$ cat src/rtl/cpc_bus_pkg.sv
// Shared definitions for the CPC backplane buffer controller: FSM encoding,
// transceiver direction values and a width helper for the reset-stretch counter.
package cpc_bus_pkg;

  localparam logic [1:0] ST_IDLE  = 2'd0;
  localparam logic [1:0] ST_TURN  = 2'd1;
  localparam logic [1:0] ST_WRITE = 2'd2;
  localparam logic [1:0] ST_READ  = 2'd3;

  typedef enum logic [1:0] {
    S_IDLE  = ST_IDLE,
    S_TURN  = ST_TURN,
    S_WRITE = ST_WRITE,
    S_READ  = ST_READ
  } state_e;

  localparam logic DIR_TO_BP  = 1'b1;
  localparam logic DIR_TO_CPC = 1'b0;

  // Bits needed to hold (value - 1); never less than one.
  function automatic int unsigned clog2(input int unsigned value);
    int unsigned width;
    width = 1;
    while ((64'd1 << width) < 64'(value)) width++;
    return width;
  endfunction

endpackage

$ cat src/rtl/cpc_reset_stretch.sv
// Backplane reset generator: synchronises the reset button and holds
// busreset_b low for RST_CYCLES clocks after reset or button release.
module cpc_reset_stretch
  import cpc_bus_pkg::*;
#(
  parameter int unsigned RST_CYCLES  = 16'd4000,
  parameter int unsigned SYNC_STAGES = 2
) (
  input  logic clk,
  input  logic rst_n,
  input  logic rstbtn_b,
  output logic busreset_b,
  output logic stretch_active
);

  localparam int unsigned          CNT_W  = clog2(RST_CYCLES);
  localparam logic [CNT_W-1:0]     RELOAD = CNT_W'(RST_CYCLES - 1);

  logic [SYNC_STAGES-1:0] sync_q;
  logic [CNT_W-1:0]       count_q;
  logic                   btn_released;

  assign btn_released = sync_q[SYNC_STAGES-1];

  always_ff @(posedge clk or negedge rst_n) begin
    if (!rst_n) begin
      // NOTE: synchroniser flops reset to the button's idle level (1) so a
      // reset release never looks like a fresh press.
      sync_q     <= '1;
      count_q    <= RELOAD;
      busreset_b <= 1'b0;
    end else begin
      // NOTE: non-blocking assignments here so every flop samples the
      // pre-edge values; blocking would collapse the synchroniser chain.
      sync_q <= {sync_q[SYNC_STAGES-2:0], rstbtn_b};
      if (!btn_released) begin
        count_q <= RELOAD;
      end else if (count_q != '0) begin
        count_q <= count_q - CNT_W'(1);
      end
      busreset_b <= btn_released && (count_q == '0);
    end
  end

  assign stretch_active = !busreset_b;

endmodule

$ cat src/rtl/cpc_bus_buffer_ctrl.sv
// Buffer control for the CPC-to-backplane interface: decodes Z80 cycles into
// transceiver enable/direction with break-before-make turnaround.
module cpc_bus_buffer_ctrl
  import cpc_bus_pkg::*;
#(
  parameter int unsigned RST_CYCLES  = 16'd4000,
  parameter int unsigned SYNC_STAGES = 2,
  parameter bit          INTACK_EN   = 1'b1
) (
  input  logic CLK,
  input  logic RESET_B,
  input  logic RSTBTN_B,
  input  logic MREQ_B,
  input  logic IOREQ_B,
  input  logic RD_B,
  input  logic WR_B,
  input  logic M1_B,
  input  logic RFSH_B,
  input  logic A10,
  input  logic ROMDIS,
  input  logic RAMDIS,
  input  logic BUSACK_B,
  output logic DBUF_OE_B,
  output logic DBUF_DIR,
  output logic ABUF_OE_B,
  output logic BUSRESET_B
);

  logic stretch_active;
  logic busreset_b;

  cpc_reset_stretch #(
    .RST_CYCLES (RST_CYCLES),
    .SYNC_STAGES(SYNC_STAGES)
  ) u_reset_stretch (
    .clk           (CLK),
    .rst_n         (RESET_B),
    .rstbtn_b      (RSTBTN_B),
    .busreset_b    (busreset_b),
    .stretch_active(stretch_active)
  );

  // Request decode. Refresh cycles never transfer; a write overrides a read.
  logic intack, wreq, rreq_raw, rreq, bus_grant;

  always_comb begin
    intack    = INTACK_EN && !M1_B && !IOREQ_B;
    wreq      = RFSH_B && !WR_B && (!MREQ_B || !IOREQ_B);
    rreq_raw  = RFSH_B && ((!RD_B && !MREQ_B && (ROMDIS || RAMDIS)) ||
                           (!RD_B && !IOREQ_B && M1_B && !A10) ||
                           intack);
    rreq      = rreq_raw && !wreq;
    bus_grant = !BUSACK_B;
  end

  state_e state_q, state_d;
  logic   oe_b_q, oe_b_d;
  logic   dir_q, dir_d;
  logic   abuf_oe_b_q;

  // Direction only moves on entry to TURN, where the enable is already off.
  always_comb begin
    // NOTE: every output gets a default before the case so no path leaves a
    // variable unassigned, which would infer a latch.
    state_d = state_q;
    oe_b_d  = 1'b1;
    dir_d   = dir_q;
    if (stretch_active || bus_grant) begin
      state_d = S_IDLE;
    end else begin
      case (state_q)
        S_IDLE: begin
          if (wreq) begin
            if (dir_q == DIR_TO_BP) begin
              state_d = S_WRITE;
              oe_b_d  = 1'b0;
            end else begin
              state_d = S_TURN;
              dir_d   = DIR_TO_BP;
            end
          end else if (rreq) begin
            if (dir_q == DIR_TO_CPC) begin
              state_d = S_READ;
              oe_b_d  = 1'b0;
            end else begin
              state_d = S_TURN;
              dir_d   = DIR_TO_CPC;
            end
          end
        end
        S_TURN: begin
          if (wreq && dir_q == DIR_TO_BP) begin
            state_d = S_WRITE;
            oe_b_d  = 1'b0;
          end else if (rreq && dir_q == DIR_TO_CPC) begin
            state_d = S_READ;
            oe_b_d  = 1'b0;
          end else begin
            state_d = S_IDLE;
          end
        end
        S_WRITE: begin
          if (wreq) oe_b_d  = 1'b0;
          else      state_d = S_IDLE;
        end
        S_READ: begin
          if (rreq) oe_b_d  = 1'b0;
          else      state_d = S_IDLE;
        end
        default: state_d = S_IDLE;
      endcase
    end
  end

  always_ff @(posedge CLK or negedge RESET_B) begin
    if (!RESET_B) begin
      state_q     <= S_IDLE;
      oe_b_q      <= 1'b1;
      dir_q       <= DIR_TO_BP;
      abuf_oe_b_q <= 1'b1;
    end else begin
      state_q     <= state_d;
      oe_b_q      <= oe_b_d;
      dir_q       <= dir_d;
      abuf_oe_b_q <= bus_grant;
    end
  end

  assign DBUF_OE_B  = oe_b_q;
  assign DBUF_DIR   = dir_q;
  assign ABUF_OE_B  = abuf_oe_b_q;
  assign BUSRESET_B = busreset_b;

endmodule
$ cat config.mk
export PLATFORM = sky130hd
export DESIGN_NAME = cpc_bus_buffer_ctrl
export DESIGN_NICKNAME = d
export VERILOG_FILES = /design/src/rtl/cpc_bus_pkg.sv /design/src/rtl/cpc_reset_stretch.sv /design/src/rtl/cpc_bus_buffer_ctrl.sv
export SDC_FILE = /design/constraint.sdc
export NUM_CORES = 1
export LEC_CHECK = 0
export ABC_AREA = 1
export CAP_MARGIN = 10
export CORE_MARGIN = 2
export CORE_UTILIZATION = 57
export CTS_CLUSTER_DIAMETER = 120
export DETAILED_ROUTE_END_ITERATION = 12
export HOLD_SLACK_MARGIN = 0.08
export PLACE_DENSITY = 0.83
export SLEW_MARGIN = 20
export SYNTH_ARGS = -nofsm -noshare
export SYNTH_HDL_FRONTEND = slang
export SYNTH_SLANG_ARGS = --single-unit
export TNS_END_PERCENT = 50
$ cat constraint.sdc
create_clock -name CLK -period 4.7 [get_ports CLK]
set_input_delay 0.47 -clock CLK [delete_from_list [all_inputs] [get_ports CLK]]
set_output_delay 0.47 -clock CLK [all_outputs]
set_load 0.005 [all_outputs]
## After elaboration in Yosys (flattened, before gate mapping)

Index checks and enable logic that the tools add are counted.

| storage, ports and cells | value |
|---|---|
| register bits after elaboration | 20 |
| input port bits | 13 |
| output and inout port bits | 4 |

| cells by class | value |
|---|---|
| add/subtract/negate cells | 1 |
| equal/unequal tests | 7 |
| multiplexer cells | 24 |
| bitwise logic cells | 2 |
| reduce and logical (&&, ||, !) cells | 33 |

Operators by type and width:

| kind | number |
|---|---|
| 2-to-1 mux 12 bit | 2 |
| 2-to-1 mux 2 bit | 9 |
| logical AND 1 bit | 13 |
| zero test 12 bit | 1 |
| nonzero test 12 bit | 1 |
| subtractor 12 x 1 -> 12 bit (second input constant) | 1 |
| 2-to-1 mux 1 bit | 11 |
| zero test 1 bit | 9 |
| one-hot mux 2 bit (4 select lines) | 1 |
| != test 3 bit (second input constant) | 2 |
| AND reduction 3 bit | 2 |
| logical OR 1 bit | 5 |
| == test 2 bit (second input constant) | 2 |
| != test 4 bit (second input constant) | 1 |
| one-hot mux 1 bit (4 select lines) | 1 |
| == test 2 x 1 -> 1 bit (second input constant) | 1 |
| zero test 2 bit | 1 |
| != test 2 bit (second input constant) | 1 |
| inverter 1 bit | 2 |
| nonzero test 2 bit | 1 |

## Longest topological paths before layout

Gate-level depths: netlist of the first run.

| logic depth | value |
|---|---|
| depth in word-level cells | 13 |
| depth in mapped cells | 11 |

## Modules after synthesis

From an unflattened synthesis of the first run, not the netlist that was laid out.

| second synthesis, totals | value |
|---|---|
| cells, all modules | 169 |
| area total of the unflattened synthesis | 1266.2 µm² |

By module, submodules not included:

| module | times used | cells each | area an instance (µm²) | sequential area each (µm²) |
|---|---|---|---|---|
| cpc_reset_stretch | 1 | 111 | 869.6 | 390.4 |
| cpc_bus_buffer_ctrl | 1 | 58 | 396.6 | 128.9 |

## Least setup slack after synthesis of the first run

OpenSTA, ideal clock, no wires.

| timing path | value |
|---|---|
| path type | register to register |
| from | reg u_reset_stretch.count_q[0] |
| to | reg u_reset_stretch.count_q[2] |
| arrival | 1.452 ns |
| data required time | 4.619 ns |
| slack | 3.168 ns |
| cell stages (with the launch flop) | 12 |
| buffers on the path | 0 |
| period minus slack after synthesis | 1.532 ns |
| path through | dfstp_2 inv_1 ha_1 inv_2 nor2_2 nand2_2 nor2_4 nand3_4 nand2_1 inv_1 a211oi_1 inv_1 |

| between the ends | value |
|---|---|
| word-level cells in the longest chain between the ends | 3 |

RTL lines:

| element | RTL line | text |
|---|---|---|
| start, declared | cpc_reset_stretch.sv:20 | `logic [CNT_W-1:0] count_q;` |
| start signal, assigned | cpc_reset_stretch.sv:39 | `count_q <= count_q - CNT_W'(1);` |
| subtractor 12 x 1 -> 12 bit | cpc_reset_stretch.sv:39 |  |
| 2-to-1 mux 12 bit | cpc_reset_stretch.sv:38 | `end else if (count_q != '0) begin` |
| 2-to-1 mux 12 bit | cpc_reset_stretch.sv:36 | `if (!btn_released) begin` |

Several ways; a longest one is shown, not always the timed one. The select of a mux whose other input is x is not followed.
A chain may end at the register's enable or synchronous reset.

## Worst setup path after layout of the first run

| timing path | value |
|---|---|
| from | reg dir_q, in the netlist DBUF_DIR |
| to | out DBUF_DIR |

RTL lines:

| element | RTL line | text |
|---|---|---|
| start, declared | cpc_bus_buffer_ctrl.sv:58 | `logic dir_q, dir_d;` |
| start signal, assigned | cpc_bus_buffer_ctrl.sv:124 | `dir_q <= dir_d;` |
| end, declared | cpc_bus_buffer_ctrl.sv:24 | `output logic DBUF_DIR,` |

No word-level cell between the ends.

==> out/results.ini, run 1 <==
[setup_path]
path_class = flip-flop to primary output
crit_chain = clkdlybuf4s50_1
max_stage_delay_ns = 0.59
path_delay_family = flip-flops
crit_required_ns = 4.23
crit_buf_inv = 1
cp_max_fo = 6
arrival_ns = 1.40
startpoint_type = flip-flop
critPathCaptureType = primary output
crit_slowest_cell = dfstp_2

[cts]
clk_pin_slew_ns = 0.11
h-tree-depth = 1
cts_setup_buffers = 0
clkLatencyLatePin_ns = 0.30
cts-root-buf = clkbuf_4
cts_tree = built
cts_sinks = 20
cts_buffer_depth = 2
cts_resized = 0
cts_inserted_buffers = 3
hold_buffers = 0

[yosys]
yosysSeqAreaShare = 0.450
yosys_warnings = 0
synth.avg_cell_area_um2 = 7.70
postSynthCellCount = 150
synth_fp_nets = 166
synth_seq_cells = 20
netlist_area_um2 = 1150
synth.distinct_cells = 27

[power]
p_leak_uw = 0.000609
vdd_ir_drop_max_v = 0.000263
p_per_area_nw_per_um2 = 225

[outcome]
status = complete, no violations

[detailed_routing]
avgRoutedWirePerCell_um = 12.1
drtPass1Iterations = 4
wirelength_mm = 2.38
via_count = 1021
routed_via_density = 5.18
route.detailed.drc = 0
ant_nets = 0
drt_iter0_drc = 28

[finish]
final_cell_mix = nand2_1 (33), inv_1 (25), nor2_1 (17), clkdlybuf4s50_1 (16), dfstp_2 (15)
layout_commonest_cell = nand2_1
area_growth_pct = 19.9
nNetsFinal = 187
diodes = 0
drive_above_1_share = 0.188
stdcell_area_um2 = 1390

[die]
ios = 17
dieWidth_um = 49.0
core_um2 = 1940
rows = 16
die_y_um = 49.0
start_util = 0.595
die_area_um2 = 2400

[sta]
final_hold_viol_count = 0
finalCriticalPeriod_ns = 1.87
clock.fmax_mhz = 536
finalCritPeriodShare = 0.397
setup-tns-final_ns = 0
setup_slack_ns = 2.83
finClkSkew_ns = 0.00104
setup_viol = 0
worstMarginPinSlew_ns = 0.855
slew_headroom = 0.429
rsz0062_at_grt = no
maxSlewViolCount = 0

[grt]
grt.total_usage = 0.233
first_global_vias = 1037
antenna_found_initial = 0
grt_pass1_wl_mm = 4.36
globalRoute.totalOverflow = 0
grt_max_degree = 21

[placement]
placed_area_um2 = 1350
gp_congestion = 0.921
dp_hpwl_mm = 1.85
numPortBuffers = 16
place_ws_ns = 2.56

[worst_hold_path]
min_path_type = flip-flop to flip-flop

[run]
maxCapViolations = 0

==> logic make-up (layout without fill, tap and decap cells) <==
kind of cell             after synthesis  count (layout)  synth area share
adder cells (fa/ha/maj)                3               3            0.0325
flip-flops                            20              20             0.450
AO/OA/AOI/OAI                         22              22             0.108
buffers and inverters                 28              48            0.0910
XOR/XNOR                               1               1           0.00759
AND/OR/NAND/NOR                       76              76             0.311
==> metrics by stage <==
step                      hold slack, ns  cells  total power [uW]  utilization
after floorplan                    0.174    150               196            -
after global placement             0.352    193               214        0.695
after detailed placement           0.350    193               215        0.695
after CTS                          0.370    197               314        0.713
after global routing               0.375    197               326        0.713
final                              0.368    197               311        0.713
==> per-layer routing <==
layer  track usage  wire (um)  up-vias
li1              -          -      520
met1         0.302       1110      466
met2         0.393       1150       31
met3        0.0583         97        4
met4        0.0571         21        0
met5             0          0        -
==> Yosys cell counts <==
master / count / share of area
nand4_1: 3 / 0.016
dfrtp_1: 5 / 0.11
nor2_1: 17 / 0.055
nor2_2: 3 / 0.016
a311oi_1: 1 / 0.0076
nand3_4: 1 / 0.015
nor3_2: 2 / 0.017
o21ai_1: 3 / 0.013
inv_1: 25 / 0.081
a211oi_1: 1 / 0.0065
nor2_4: 1 / 0.0098
o31a_1: 1 / 0.0076
a21oi_1: 5 / 0.022
a31oi_1: 1 / 0.0054
nand3_1: 10 / 0.043
dfstp_2: 15 / 0.34
or2_2: 2 / 0.011
inv_2: 3 / 0.0098
ha_1: 3 / 0.033
nand2_2: 1 / 0.0054
o21ai_0: 8 / 0.035
xor2_1: 1 / 0.0076
o22ai_1: 1 / 0.0054
nand2_1: 33 / 0.11
nor4_1: 1 / 0.0054
o211ai_1: 1 / 0.0065
nor3_1: 2 / 0.0087
==> power breakdown <==
group	internal, uW	switching (uW)
clock network	47.3	51.7
logic	14.7	15.7
registers	179	3.14
==> state kept, by name, summed over array words and instances, names as in the netlist <==
name	flops
DBUF_DIR	1
DBUF_OE_B	1
state_q	2
ABUF_OE_B	1
u_reset_stretch.count_q	12
u_reset_stretch.busreset_b	1
u_reset_stretch.sync_q	2
==> final cells by class <==
type	count	area [um2]
inverter	28	105
tap	27	33.8
clock buffer	4	36.3
sequential	20	519
multi-input combinational	102	531
fill	165	557
timing repair buffer	16	160
==> final timing paths <==
| path | startpoint | to | slack [ns] | cells after the start |
|---|---|---|---|---|
| worst min register to register | u_reset_stretch.sync_q[0] | u_reset_stretch.sync_q[1] | 0.37 | 0 |
| min in group asynchronous | RESET_B | u_reset_stretch.busreset_b | 0.64 | 1 |
| worst max-delay path | DBUF_DIR | DBUF_DIR | 2.83 | 1 |
| worst min-delay path | u_reset_stretch.sync_q[0] | u_reset_stretch.sync_q[1] | 0.37 | 0 |
| max in group asynchronous | RESET_B | state_q[0] | 3.54 | 1 |
| worst max register to register | u_reset_stretch.count_q[0] | u_reset_stretch.count_q[2] | 2.90 | 11 |
Note: power is estimated with default switching activity, not from simulation.
==> inputs of run 2 (changes only) <==
- CORE_UTILIZATION: 57 -> 47
- PLACE_DENSITY: 0.83 -> 0.73
- clock period: 4.7 -> 1.53 ns (I/O delays scaled with it)
==> run 2 against run 1 <==
Net effect: the flow now finishes with violations (negative setup slack); first-iteration DRC count is 14% higher; sequential cell count stayed put; via count is 5.9% higher; setup slack worse by 2.9 ns; total power grew to 3.6 times the previous value; clock skew is 0.0063 ns higher; worst hold slack worse by 0.19 ns; final area is 11% higher; count of clock-buffer cells in the layout is 1 lower; core utilization is 3.7 points lower.
==> out/results.ini, run 2 (same netlist as run 1, synthesis figures left out) <==
[detailed_routing]
routed_via_density = 5.12
avgRoutedWirePerCell_um = 11.5
route.detailed.drc = 0
via_count = 1081
drtPass1Iterations = 4
wirelength_mm = 2.43
ant_nets = 0
drt_iter0_drc = 32

[grt]
grt_pass1_wl_mm = 4.33
first_global_vias = 1055
antenna_found_initial = 0
grt_max_degree = 21
globalRoute.totalOverflow = 0
grt.total_usage = 0.209

[finish]
final_util = 0.676
layout_commonest_cell = nand2_1
diodes = 0
nNetsFinal = 200
fin_cells = 211
final_cell_mix = nand2_1 (32), inv_1 (22), nor2_1 (17), dfstp_2 (15), clkdlybuf4s50_1 (14)
top_regs = u_reset_stretch.count_q x12, state_q x2, u_reset_stretch.sync_q x2
drive_above_1_share = 0.279
area_growth_pct = 33.3
largest_reg_flops = 12
regMostFlops = u_reset_stretch.count_q

[power]
seqPwrFrac = 0.503
p_leak_uw = 0.000705
vdd_ir_drop_max_v = 0.000562
internal-power_uw = 876
p_sw_frac = 0.211
p_per_area_nw_per_um2 = 722
pwr-share-clk = 0.390
comb_power_share = 0.108
p_switching_uw = 235

[cts]
cts_sinks = 20
cts-root-buf = clkbuf_4
h-tree-depth = 1
cts_buffer_depth = 2
cts_inserted_buffers = 3
clk_pin_slew_ns = 0.12
clkLatencyLatePin_ns = 0.30
cts_tree = built

[die]
die_y_um = 53.6
die_area_um2 = 2870
start_util = 0.507
dieWidth_um = 53.6
ios = 17
rows = 17
core_um2 = 2280

[setup_path]
crit_required_ns = 1.78
cp_max_fo = 4
path_class = flip-flop to flip-flop
critPathCaptureType = flip-flop
startpoint_type = flip-flop
arrival_ns = 1.80

[run]
maxCapViolations = 0

[sta]
setup_slack_ns = -0.0269
clock.fmax_mhz = 642
final_hold_viol_count = 0
setup_viol = 1
rsz0062_at_grt = yes
slew_headroom = 0.792
worstMarginPinSlew_ns = 0.310
finClkSkew_ns = 0.00734
setup-tns-final_ns = -0.0269
finalCriticalPeriod_ns = 1.56
finalCritPeriodShare = 1.02
maxSlewViolCount = 0

[placement]
numPortBuffers = 16
dp_hpwl_mm = 1.89
place_ws_ns = -0.0888
place_inst = 203
gp_congestion = 0.843

[worst_hold_path]
min_path_type = input port to asynchronous set/reset pin

[outcome]
violations = negative setup slack
status = finished with violations

run 2: cell types whose count changed in the layout (fill, tap and decap cells not counted), sizes merged:
cell           delta
buf              +13
clkdlybuf4s50     -2
dlymetal6s2s      +2
bufinv            +1
clkbuf            -1
run 2: metrics by stage:
stage	hold slack (ns)	instance area [um2]	power [uW]
2_1_floorplan	-0.143	1160	604
3_3_place_gp	0.346	1420	672
3_5_place_dp	0.348	1420	675
4_1_cts	0.171	1490	1120
5_1_grt	0.181	1540	1170
6_report	0.178	1540	1110
run 2: final timing paths:
| check | startpoint | endpoint | slack, ns | cells after the start |
|---|---|---|---|---|
| max | u_reset_stretch.count_q[0] | u_reset_stretch.count_q[3] | -0.03 | 11 |
| min | RESET_B | state_q[0] | 0.18 | 2 |
| max reg2reg | u_reset_stretch.count_q[0] | u_reset_stretch.count_q[3] | -0.03 | 11 |
| min reg2reg | u_reset_stretch.sync_q[0] | u_reset_stretch.sync_q[1] | 0.37 | 0 |
| max in group asynchronous | RESET_B | DBUF_OE_B | 1.08 | 2 |
| min in group CLK | RSTBTN_B | u_reset_stretch.sync_q[0] | 0.24 | 1 |
run 2: power groups by stage:
stage / logic, uW / registers [uW] / clock network, uW
after floorplan: 40.4 / 563 / 0
after global placement: 107 / 565 / 0
after detailed placement: 109 / 566 / 0
after CTS: 110 / 558 / 448
after global routing: 135 / 561 / 475
final: 120 / 559 / 433
run 2: routing by layer:
layer	share of wire	wire [um]	vias up	global-route usage
li1	-	-	550	-
met1	0.45	1090	505	0.251
met2	0.50	1220	22	0.370
met3	0.039	95	4	0.0472
met4	0.012	28	0	0.0598
met5	0	0	-	0
run 2: layout make-up:
type | instances | area, um2
Clock buffer | 3 | 22.5
Clock inverter | 1 | 30.0
Fill cell | 178 | 737
Inverter | 28 | 110
Multi-Input combinational cell | 102 | 556
Sequential cell | 20 | 519
Tap cell | 28 | 35.0
Timing Repair Buffer | 29 | 267
run 2: what timing repair did:
action                     in CTS  in global routing
setup buffers                   1                  3
resized for setup               1                 12
setup endpoints to repair       4                 14
hold buffers                    0                  0
pin swaps                       0                  5
run 2: worst max-delay path, stage by stage (launching register included):
cell	delay, ns
dfstp_2	0.56
inv_2	0.05
ha_4	0.16
inv_4	0.06
nor2_4	0.04
nand2_2	0.07
nor2_4	0.05
nand3_4	0.08
buf_6	0.11
inv_4	0.04
o31a_1	0.24
inv_1	0.05
==> inputs of run 3 (changes only) <==
- CORE_UTILIZATION: 47 -> 48
- HOLD_SLACK_MARGIN: 0.08 -> 0.06
- PLACE_DENSITY: 0.73 -> 0.75
- SYNTH_HIERARCHICAL: not set -> 1
==> run 3 against run 2 <==
Net effect: the flow now finishes without violations; sequential cell count did not move; register-to-register slack gained 0.18 ns; sequential power is essentially flat; synthesized area rose by 9.6%; critical path type is now flip-flop to primary output; largest cell class unchanged.
==> out/results.ini, run 3 <==
[outcome]
status = complete, no violations

[cts]
clk_pin_slew_ns = 0.11
h-tree-depth = 1
cts_tree = built
cts_inserted_buffers = 3
cts_resized = 0
cts_sinks = 20
cts_buffer_depth = 2
clkLatencyLatePin_ns = 0.30
cts-root-buf = clkbuf_4

[yosys]
ys_top_cells_by_count = nand2_1 (44), inv_1 (19), nor2_1 (19), nand3_1 (18), dfstp_2 (15)
synth_area_leader_cell = dfstp_2
synth_edf_count = 0
synth_top_area_share = 0.311
synth.avg_cell_area_um2 = 7.49
synthMostInstantiatedCell = nand2_1
yosys_warnings = 6
synth_fp_nets = 186
yosysSeqAreaShare = 0.410
synth_seq_cells = 20
synthFlopType = dfstp_2
yosys-top-cells-area = dfstp_2 (31%), nand2_1 (13%), dfrtp_1 (9.9%)
synth.distinct_cells = 25
netlist_area_um2 = 1270
postSynthCellCount = 169
async_flop_share = 1.00

[setup_path]
startpoint_type = flip-flop
crit_chain = clkdlybuf4s50_1
arrival_ns = 1.34
max_stage_delay_ns = 0.54
crit_required_ns = 1.38
crit_buf_inv = 1
cp_max_fo = 2
path_delay_family = flip-flops
critPathCaptureType = primary output
path_class = flip-flop to primary output
crit_slowest_cell = dfstp_2

[grt]
first_global_vias = 1189
globalRoute.totalOverflow = 0
grt.total_usage = 0.197
grt_max_degree = 21
antenna_found_initial = 0
grt_pass1_wl_mm = 4.97

[power]
vdd_ir_drop_max_v = 0.000424
p_leak_uw = 0.000710
p_per_area_nw_per_um2 = 607

[die]
rows = 18
ios = 17
start_util = 0.507
die_area_um2 = 3060
die_y_um = 55.4
core_um2 = 2500
dieWidth_um = 55.4

[sta]
final_hold_viol_count = 0
hold_ws_ns = 0.183
maxSlewViolCount = 0
clock.fmax_mhz = 671
setup-tns-final_ns = 0
setup_viol = 0
finalCritPeriodShare = 0.974
slew_headroom = 0.820
finClkSkew_ns = 0.00117
worstMarginPinSlew_ns = 0.267
rsz0062_at_grt = no
finalCriticalPeriod_ns = 1.49

[detailed_routing]
wirelength_mm = 2.91
avgRoutedWirePerCell_um = 12.9
drt_iter0_drc = 42
drtPass1Iterations = 4
ant_nets = 0
route.detailed.drc = 0
via_count = 1188
routed_via_density = 5.28

[finish]
fin_cells = 225
nNetsFinal = 213
largest_reg_flops = 12
fillers = 211
area_growth_pct = 21.5
drive_above_1_share = 0.205
top_regs = u_reset_stretch/count_q x12, state_q x2, u_reset_stretch/sync_q x2
diodes = 0
regMostFlops = u_reset_stretch/count_q
layout_commonest_cell = nand2_1
final_cell_mix = nand2_1 (44), inv_1 (19), nor2_1 (19), nand3_1 (18), clkdlybuf4s50_1 (16)

[placement]
numPortBuffers = 16
dp_hpwl_mm = 2.21
place_inst = 218
gp_congestion = 0.906

[run]
maxCapViolations = 0

[worst_hold_path]
min_path_type = input port to asynchronous set/reset pin

run 3: cell count changes after synthesis, moves of 3 or more:
cell / delta
nand2_1: +11
o21bai_1: +3
a21oi_1: -3
nand4_1: +4
nor2_4: +3
inv_1: -6
nand3_1: +8
run 3: metrics by stage:
step / worst slack, ns / power [uW] / utilization / area, um2
5_1_grt: 0.00942 / 983 / 0.616 / 1540
3_3_place_gp: 0.0726 / 670 / 0.596 / 1490
4_1_cts: 0.0269 / 946 / 0.610 / 1520
3_5_place_dp: 0.0301 / 674 / 0.596 / 1490
6_report: 0.0400 / 934 / 0.616 / 1540
2_1_floorplan: 0.285 / 609 / - / 1270
run 3: path summary, 6_finish.rpt:
kind | startpoint | to | slack, ns | depth (start not counted)
worst max-delay path | DBUF_DIR | DBUF_DIR | 0.04 | 1
max in group asynchronous | RESET_B | u_reset_stretch/count_q[3] | 1.08 | 2
worst max register to register | u_reset_stretch/count_q[0] | u_reset_stretch/count_q[10] | 0.15 | 7
min in group CLK | RSTBTN_B | u_reset_stretch/sync_q[0] | 0.27 | 1
worst min-delay path | RESET_B | u_reset_stretch/busreset_b | 0.18 | 2
worst min register to register | u_reset_stretch/sync_q[0] | u_reset_stretch/sync_q[1] | 0.37 | 0
run 3: per-layer routing:
| metal | GRT usage | share of wire | wire length [um] |
|---|---|---|---|
| met5 | 0 | 0 | 0 |
| met1 | 0.242 | 0.45 | 1310 |
| met4 | 0.0767 | 0 | 0 |
| met2 | 0.344 | 0.53 | 1530 |
| met3 | 0.0328 | 0.025 | 73 |
run 3: kinds of logic after synthesis:
group / share of synthesized area
compound gates: 0.0692
fa+ha+maj: 0.0395
buf+inv: 0.0751
flops: 0.410
simple gates: 0.406
run 3: area by class of cell:
cell class	instances	area, um2	share of cell area
repair buffers	23	213	0.138
multi-input cells	124	652	0.424
clock buffers	4	26.3	0.0171
flip-flops and latches	20	519	0.337
well taps	30	37.5	0.0244
inverters	24	91.3	0.0593
run 3: timing repair:
action                     4_1_cts  5_1_grt
hold buffers                     0        0
setup buffers                    1        2
setup endpoints to repair        1        1
hold endpoints to repair         0        0
run 3: power by group:
group	internal, uW	switching, uW	total, uW
clock	102	160	262
sequential	549	10.1	559
combinational	55.0	58.3	113
total	705	229	934
==> RTL edit: new RTL, config.mk and constraints of run 3 <==
`RST_CYCLES` is set to 16'd4000 in 2 places; all go to 16'd16000.
--- a/src/rtl/cpc_reset_stretch.sv
+++ b/src/rtl/cpc_reset_stretch.sv
@@ -3,7 +3,7 @@
 module cpc_reset_stretch
   import cpc_bus_pkg::*;
 #(
-  parameter int unsigned RST_CYCLES  = 16'd4000,
+  parameter int unsigned RST_CYCLES  = 16'd16000,
   parameter int unsigned SYNC_STAGES = 2
 ) (
   input  logic clk,
--- a/src/rtl/cpc_bus_buffer_ctrl.sv
+++ b/src/rtl/cpc_bus_buffer_ctrl.sv
@@ -3,7 +3,7 @@
 module cpc_bus_buffer_ctrl
   import cpc_bus_pkg::*;
 #(
-  parameter int unsigned RST_CYCLES  = 16'd4000,
+  parameter int unsigned RST_CYCLES  = 16'd16000,
   parameter int unsigned SYNC_STAGES = 2,
   parameter bit          INTACK_EN   = 1'b1
 ) (
Behaviour: no difference found for any inputs over 10 cycles, from zero or initial values and one cycle with RESET_B low; that may be too few to reach the edited logic, so the function may still have changed.
==> RTL edit against run 3 <==
  * Final area rose by 6.6%
  * Sequential cell count up 2
  * Utilization is 1.6 points lower
  * Wire length decreased by 3.5%
  * Total power rose by 12%
  * Synthesized area grew 7.8%
  * Clock power rose by 25%
  * Global-route usage shrank 0.15 points
  * Worst setup slack better by 0.012 ns
  * Hold slack worse by 0.0077 ns
  * Highest routed layer is now met4
==> RTL edit: results (changes against run 3) <==
outcome: complete, no violations
worst reg2reg path depth: 7 (unchanged)
Post-CTS Resized: 0 (unchanged)
HP Class: in2async
Max VDD drop: 529 uV (+25%)
syn nets: 203 (+9.1%)
P_seq: 0.000610 W (+9.1%)
DRT iter0 DRCs: 76 (+81%)
Worst-Skew Late Latency: 0.31 ns
detailed placement HPWL: 2190 um (-0.77%)
average routed wire per standard cell: 11.6 um (-10%)
critical path peak fanout: 1 (-1)
clock-pin transition on the worst setup and hold timing paths: 0.13 ns (+0.02 ns)
Layout fillers: 226 (+7.1%)
Leak: 0.858 nW (+21%)
H-tree levels: 1 (unchanged)
total track usage: 19.6% (-0.15 points)
number of diodes: 0 (unchanged)
worst slack at placement: 0.00542 ns (-0.0247 ns)
worst-case clock buffer depth: 2 (unchanged)
IO Port Bufs: 16 (unchanged)
register area share after synthesis: 41.9% (+0.88 points)
CP delay by family, top: flip-flops
layout cell share with drive strength beyond 1: 19.4% (-1.1 points)
Slew @ Worst Pin: 0.372 ns (+0.105 ns)
Distinct cells, synth: 24 (-4.0%)
first-pass GRT wire length: 5070 um (+2.1%)
vias in the first global route: 1,212 (+1.9%)
slowest CP cell: dfstp_2
Num CTS Buffers: 3 (unchanged)
post-CTS setup buffer count: 1 (unchanged)
Root Driver: clkbuf_4
Worst Path Arrival: 1.32 ns (-0.02 ns)
DR vias: 1,254 (+5.6%)
gpl congestion: 0.902 (-0.40%)
Synth Flop Type: dfstp_2
final net count: 228 (+7.0%)
ys async rst share: 100% (unchanged)
power share of the combinational group: 10.2% (-1.9 points)
largest net degree at the start of global routing: 23 (+9.5%)
biggest regs: u_reset_stretch/count_q x14, state_q x2, u_reset_stretch/sync_q x2
final clock skew: 0.00115 ns (-0.0000240 ns)
slowest stage delay, CP: 0.53 ns
Hold Vio Cnt, Final: 0 (unchanged)
Yosys warnings: 6 (unchanged)
Switching Power: 0.000247 W (+7.8%)
largest cells by area after synthesis: dfstp_2 (33%), nand2_1 (13%), dfrtp_1 (9.2%)
Post-synth top cells: nand2_1 (48), inv_1 (31), nor2_1 (21)
initial antenna violation count: 0 (unchanged)
[RTL edit: metal layers]
metal / track usage [%] / vias up / wire (um)
met5: 0 / - / 0
met4: 6.64 / 0 / 31
met3: 3.85 / 6 / 143
met2: 32.0 / 43 / 1330
met1: 26.1 / 565 / 1310
li1: - / 640 / -
[RTL edit: final cells by class]
cell class	count	share of cell area [%]
clock buffers	4	2.21
inverters	33	7.55
repair buffers	21	12.4
flip-flops and latches	22	34.9
multi-input cells	131	40.7
well taps	31	2.36
[RTL edit: path summary, 6_finish.rpt]
path,from,endpoint,slack [ns]
min in group CLK,RSTBTN_B,u_reset_stretch/sync_q[0],0.23
min,RESET_B,state_q[0],0.17
min reg2reg,u_reset_stretch/sync_q[0],u_reset_stretch/sync_q[1],0.36
max,DBUF_OE_B,DBUF_OE_B,0.05
max in group asynchronous,RESET_B,ABUF_OE_B,1.08
max reg2reg,u_reset_stretch/count_q[0],u_reset_stretch/count_q[0],0.13
[RTL edit: metrics by stage]
| stage | hold slack (ns) | utilization (%) | cell area (um2) | total power, W | cells |
|---|---|---|---|---|---|
| after floorplan | -0.143 | - | 1370 | 0.000660 | 187 |
| after global placement | 0.347 | 58.1 | 1590 | 0.000720 | 237 |
| after detailed placement | 0.347 | 58.1 | 1590 | 0.000725 | 237 |
| after CTS | 0.170 | 59.7 | 1630 | 0.00106 | 242 |
| after global routing | 0.182 | 60.0 | 1640 | 0.00110 | 242 |
| final | 0.175 | 60.0 | 1640 | 0.00104 | 242 |
[RTL edit: logic make-up (layout without fill, tap and decap cells)]
group | after synthesis | in the layout | synth area share (%)
buffers and inverters | 34 | 58 | 9.44
AND/OR/NAND/NOR | 110 | 110 | 39.0
flip-flops | 22 | 22 | 41.9
adder cells (fa/ha/maj) | 3 | 3 | 2.75
AO/OA/AOI/OAI | 18 | 18 | 6.97
